<file path="src/rtl/dds_pkg.sv">
// Shared widths, wave codes and sweep state encoding for the DDS front end.
// Optional ping-pong sweeping is enabled with DDS_SWEEP_PINGPONG_EN.
package dds_pkg;

    localparam int FWORD_W = 32;
    localparam int PWORD_W = 12;
    localparam int WAVE_W  = 3;

    localparam logic [WAVE_W-1:0] WAVE_SINE = 3'd0;
    localparam logic [WAVE_W-1:0] WAVE_SAWT = 3'd1;
    localparam logic [WAVE_W-1:0] WAVE_SQUA = 3'd2;
    localparam logic [WAVE_W-1:0] WAVE_TRIA = 3'd3;
    localparam logic [WAVE_W-1:0] WAVE_DIY  = 3'd4;

    typedef enum logic [1:0] {
        S_IDLE = 2'd0,
        S_RUN  = 2'd1,
        S_DONE = 2'd2
    } sweep_state_t;

endpackage

</file>
<file path="src/rtl/dds_step_calc.sv">
// Next frequency word toward a target, clamped so the target is hit exactly.
// 33-bit arithmetic keeps sweeps near the top of the range from wrapping.
module dds_step_calc
    import dds_pkg::*;
(
    input  logic [FWORD_W-1:0] cur,
    input  logic [FWORD_W-1:0] step,
    input  logic [FWORD_W-1:0] target,
    input  logic               down,
    output logic [FWORD_W-1:0] next,
    output logic               at_target
);

    logic [FWORD_W:0] sum;
    logic [FWORD_W:0] lim;
    logic [FWORD_W:0] dif;

    always_comb begin
        sum = {1'b0, cur} + {1'b0, step};
        lim = {1'b0, target} + {1'b0, step};
        dif = {1'b0, cur} - {1'b0, step};
        next = target;
        if (down) begin
            if ({1'b0, cur} >= lim)
                next = dif[FWORD_W-1:0];
        end else begin
            if (sum < {1'b0, target})
                next = sum[FWORD_W-1:0];
        end
        // A zero step can never advance, so it counts as already there.
        at_target = (cur == target) || (step == '0);
    end

endmodule

</file>
<file path="src/rtl/dds_sweep_ctrl.sv">
// Frequency-sweep sequencer driving dds_gen Fword/Pword/wave_type_in.
// DDS_SWEEP_PINGPONG_EN: looped sweeps reverse at each endpoint.
module dds_sweep_ctrl
    import dds_pkg::*;
#(
    parameter int DWELL_W = 24
) (
    input  logic               Clk,
    input  logic               Rst,
    input  logic               cfg_valid,
    output logic               cfg_ready,
    input  logic [31:0]        cfg_f_start,
    input  logic [31:0]        cfg_f_stop,
    input  logic [31:0]        cfg_f_step,
    input  logic [DWELL_W-1:0] cfg_dwell,
    input  logic [11:0]        cfg_pword,
    input  logic [2:0]         cfg_wave,
    input  logic               cfg_loop,
    input  logic               abort,
    output logic [31:0]        Fword,
    output logic [11:0]        Pword,
    output logic [2:0]         wave_type_out,
    output logic               busy,
    output logic               sweep_done
);

    localparam logic [DWELL_W-1:0] CNT_ONE = {{(DWELL_W-1){1'b0}}, 1'b1};

    sweep_state_t state_q;
    sweep_state_t state_d;

    logic [FWORD_W-1:0] f_start_q;
    logic [FWORD_W-1:0] f_stop_q;
    logic [FWORD_W-1:0] step_q;
    logic [DWELL_W-1:0] dwell_q;
    logic [DWELL_W-1:0] cnt_q;
    logic               loop_q;
    logic               down_q;
    logic [FWORD_W-1:0] fword_q;
    logic [PWORD_W-1:0] pword_q;
    logic [WAVE_W-1:0]  wave_q;

    logic [FWORD_W-1:0] tgt;
    logic [FWORD_W-1:0] nxt;
    logic               at_tgt;
    logic               point_end;

    assign point_end = (cnt_q == '0);

`ifdef DDS_SWEEP_PINGPONG_EN
    logic [FWORD_W-1:0] tgt_q;
    logic [FWORD_W-1:0] rev_tgt;
    logic [FWORD_W-1:0] rev_nxt;
    logic               rev_at;

    assign tgt     = tgt_q;
    assign rev_tgt = (tgt_q == f_stop_q) ? f_start_q : f_stop_q;

    // Leaves the endpoint on the turn edge so each endpoint shows once.
    dds_step_calc u_rev (
        .cur       (fword_q),
        .step      (step_q),
        .target    (rev_tgt),
        .down      (~down_q),
        .next      (rev_nxt),
        .at_target (rev_at)
    );
`else
    assign tgt = f_stop_q;
`endif

    dds_step_calc u_fwd (
        .cur       (fword_q),
        .step      (step_q),
        .target    (tgt),
        .down      (down_q),
        .next      (nxt),
        .at_target (at_tgt)
    );

    always_ff @(posedge Clk or posedge Rst) begin
        if (Rst)
            state_q <= S_IDLE;
        else
            state_q <= state_d;
    end

    always_comb begin
        state_d = state_q;
        unique case (state_q)
            S_IDLE: if (cfg_valid) state_d = S_RUN;
            S_RUN: begin
                if (abort)
                    state_d = S_IDLE;
                else if (point_end && at_tgt && !loop_q)
                    state_d = S_DONE;
            end
            S_DONE:  state_d = S_IDLE;
            default: state_d = S_IDLE;
        endcase
    end

    always_ff @(posedge Clk or posedge Rst) begin
        if (Rst) begin
            f_start_q <= '0;
            f_stop_q  <= '0;
            step_q    <= '0;
            dwell_q   <= '0;
            cnt_q     <= '0;
            loop_q    <= 1'b0;
            down_q    <= 1'b0;
            fword_q   <= '0;
            pword_q   <= '0;
            wave_q    <= '0;
`ifdef DDS_SWEEP_PINGPONG_EN
            tgt_q     <= '0;
`endif
        end else begin
            if (state_q == S_IDLE && cfg_valid) begin
                f_start_q <= cfg_f_start;
                f_stop_q  <= cfg_f_stop;
                step_q    <= cfg_f_step;
                dwell_q   <= cfg_dwell;
                cnt_q     <= cfg_dwell;
                loop_q    <= cfg_loop;
                down_q    <= (cfg_f_start > cfg_f_stop);
                fword_q   <= cfg_f_start;
                pword_q   <= cfg_pword;
                wave_q    <= cfg_wave;
`ifdef DDS_SWEEP_PINGPONG_EN
                tgt_q     <= cfg_f_stop;
`endif
            end else if (state_q == S_RUN && !abort) begin
                if (!point_end) begin
                    cnt_q <= cnt_q - CNT_ONE;
                end else begin
                    cnt_q <= dwell_q;
                    if (!at_tgt) begin
                        fword_q <= nxt;
                    end else if (loop_q) begin
`ifdef DDS_SWEEP_PINGPONG_EN
                        tgt_q   <= rev_tgt;
                        down_q  <= ~down_q;
                        fword_q <= rev_at ? fword_q : rev_nxt;
`else
                        fword_q <= f_start_q;
`endif
                    end
                end
            end
        end
    end

    assign Fword         = fword_q;
    assign Pword         = pword_q;
    assign wave_type_out = wave_q;
    assign busy          = (state_q == S_RUN);
    assign sweep_done    = (state_q == S_DONE);
    assign cfg_ready     = (state_q == S_IDLE);

endmodule

</file>
<file path="config.mk">
export PLATFORM = sky130hd
export DESIGN_NAME = dds_sweep_ctrl
export DESIGN_NICKNAME = d
export VERILOG_FILES = /design/src/rtl/dds_pkg.sv /design/src/rtl/dds_step_calc.sv /design/src/rtl/dds_sweep_ctrl.sv
export SDC_FILE = /design/constraint.sdc
export NUM_CORES = 1
export LEC_CHECK = 0
export BUFFER_PORTS_ARGS = -buffer_cell sky130_fd_sc_hd__buf_2
export CAP_MARGIN = 20
export CORE_MARGIN = 1.5
export CORE_UTILIZATION = 65
export DETAILED_ROUTE_END_ITERATION = 7
export HOLD_SLACK_MARGIN = 0.12
export PLACE_DENSITY = 0.9
export SETUP_SLACK_MARGIN = 0.15
export SYNTH_ARGS = -nofsm -noshare
export SYNTH_HDL_FRONTEND = slang
export SYNTH_HIERARCHICAL = 1
export SYNTH_SLANG_ARGS = --single-unit
</file>
<file path="constraint.sdc">
create_clock -name Clk -period 13.15 [get_ports Clk]
set_input_delay 1.315 -clock Clk [delete_from_list [all_inputs] [get_ports Clk]]
set_output_delay 1.315 -clock Clk [all_outputs]
set_load 0.01 [all_outputs]
</file>
==> results.cfg <==
[sta]
maxSlewViolCount = 0
maxSlewHeadroom = 0.226
fmax_mhz = 141
tightest_slew_ns = 1.15
finalHoldViolations = 0
fin_ws_ns = 6.06
tns_ns = 0
rsz0062_at_grt = no
fin_skew_ns = 0.0343
post-route-period-util = 0.540
fin_crit_ns = 7.09
setup_viol = 0
worst_hold_slack_ns = 0.484

[clock_tree]
cts_buffer_depth = 2
cts.clk_slew.worst_paths_ns = 0.09
numCtsBuffers = 17
htreeDepth = 4
cts_tree = done
cts_root_buf = clkbuf_16
cts_setup_buffers = 0
postCtsHoldBufs = 0
post_cts_resized = 0
cts.sink_count = 195
insertion_delay_ns = 0.47

[drt]
drt_iter0_drc = 2337
ant_nets = 0
wl_um = 61000
routed_via_density = 6.80
routedWlPerCell_um = 23.9
drc_errors = 0
vias = 17379
drtPass1Iterations = 8

[layout]
fin_cells = 2556
drive_gt1_frac = 0.122
nets = 2545
fin_util = 0.731
areaGrowthSynthToFinish_pct = 10.6

[logic_synthesis]
ys.flop_type = dfrtp_1
yosysMostFrequentCell = nand2_1
yosysSeqAreaShare = 0.293
synth_cell_types = 85
synth_top_area_cell = dfrtp_1
ys_warn_count = 6
netlist_area_um2 = 16600
synth-seq-cells = 195
synthTopCellsByCount = nand2_1, dfrtp_1, ha_1, inv_1, a21oi_1
netlist_instances = 2082
synth_top_area_frac = 0.293
async_flop_share = 1.00
yosys-top-cells-area = dfrtp_1, ha_1, nand2_1, a21oi_1, o21ai_0
synth_fp_nets = 2417
avgSynthCellArea_um2 = 7.99
synth_edf_count = 0

[hold_path]
hold_path.class = register to register
hold_end = dwell_q[17]$_DFFE_PP0P_
min_from = dwell_q[17]$_DFFE_PP0P_
hold_depth = 2

[global_route]
grt_pass1_vias = 16467
overflow = 0
grt_max_degree = 122
antenna_found_initial = 6
track_usage = 0.457
grt_pass1_wl_um = 92200

[worst_setup_path]
rr_endpoint = Fword[17]$_DFFE_PP0P_
crit_top_cell = nand2_1
crit_path_cell_trace = inv_1, ha_1, inv_1, nand2_1, nor4_1, a31oi_1, o41ai_1, mux2i_1, nand2_1, ha_1, a211oi_1, nand2_1, o221ai_1, nor4_1, a21oi_1, o2111ai_2, or2_1, nand2_1, buf_16, nor2_1, a311oi_1, mux2i_1, o311ai_0
reg2reg_depth = 23
crit_type = register to register
endpoint_kind = register
critPathLaunchType = register
slowest_stage = o41ai_1
crit_arrival_ns = 7.43
crit_path_max_fanout = 16
ff2ff_setup_slack_ns = 6.06
cp_data_required_time_ns = 13.48
critical_path.max_stage_delay_ns = 1.00
reg2reg_from = step_q[15]$_DFFE_PP0P_

[placed_design]
io_buffers = 189
post-place-ws_ns = 6.44
gp_congestion = 1.10
dp.cells = 2520
post-dp-hpwl_um = 45600

[status]
outcome = finished clean

[die]
pin_count = 190
die_area_um2 = 26600
die_w_um = 163
die_height_um = 163
start_util = 0.661
core_area_um2 = 25200
rows = 58

[power_and_ir_drop]
ir_drop_mv = 0.131
p_leak_nw = 9.09
power_density_nw_per_um2 = 204

[job]
cap_violations = 0
[report_power, final]
group	switching [mW]	internal (mW)
Sequential	0.219	0.725
Combinational	1.39	0.857
Clock	0.299	0.261
[kinds of logic (layout without fill, tap and decap cells)]
family	after synthesis	in the layout	synth area share
multiplexers	38	38	0.0230
buffers and inverters	235	376	0.0552
other	0	3	0
AND/OR/NAND/NOR	779	779	0.210
flip-flops	195	195	0.293
AO/OA/AOI/OAI	538	538	0.217
adder cells (fa/ha/maj)	195	195	0.148
XOR/XNOR	102	102	0.0537
[cell usage in the layout, fill, tap and decap left out, types with 54 or more instances in the layout]
master and instances:
dfrtp_1 195, buf_2 190, o21ai_0 114, inv_1 137, nand3_1 54, nand2_1 417
ha_1 192, a21oi_1 117, nor2_1 114
[area by class of cell]
type	instances	area, um2
clock inverters	14	185
well taps	330	413
clock buffers	18	429
diodes	3	7.51
fillers	1921	6780
repair buffers	205	1080
flip-flops and latches	195	4880
multi-input cells	1652	10900
inverters	139	529
[worst max path at each step]
stage | slack (ns) | endpoint | startpoint
after global routing | 5.78 | Fword[17]$_DFFE_PP0P_ | step_q[15]$_DFFE_PP0P_
after detailed placement | 6.44 | Fword[17]$_DFFE_PP0P_ | Fword[14]$_DFFE_PP0P_
after global placement | 6.23 | Fword[27]$_DFFE_PP0P_ | step_q[0]$_DFFE_PP0P_
final | 6.06 | Fword[17]$_DFFE_PP0P_ | step_q[15]$_DFFE_PP0P_
after CTS | 6.31 | Fword[17]$_DFFE_PP0P_ | Fword[14]$_DFFE_PP0P_
after floorplan | 6.52 | Fword[0]$_DFFE_PP0P_ | Rst
[routing by layer]
layer	GRT usage	wire length, um
met4	0.216	3120
met2	0.693	26200
met5	0	40
met1	0.613	24100
met3	0.114	7630
[per-stage QoR]
step           area, um2  total power, mW
3_3_place_gp       17700             3.01
2_1_floorplan      16600             2.38
6_report           18400             3.75
4_1_cts            18400             3.65
3_5_place_dp       17800             3.07
5_1_grt            18400             3.95
[worst max-delay path, delay by kind of cell, from the launching register on]
kind / cells / cell delay, ns
buffers and inverters: 3 / 0.58
AOI/OAI and AO/OA: 8 / 2.76
adders and majority gates: 2 / 0.67
muxes: 2 / 0.41
and+or+nand+nor: 8 / 2.03
DFF: 1 / 0.53
[flip-flops by register name, summed over array words and instances (netlist names)]
register       flops
Fword             32
Pword             12
cnt_q             24
down_q             1
dwell_q           24
f_start_q         32
f_stop_q          32
loop_q             1
state_q            2
step_q            32
wave_type_out      3
Power figures use the tool's default switching activity.
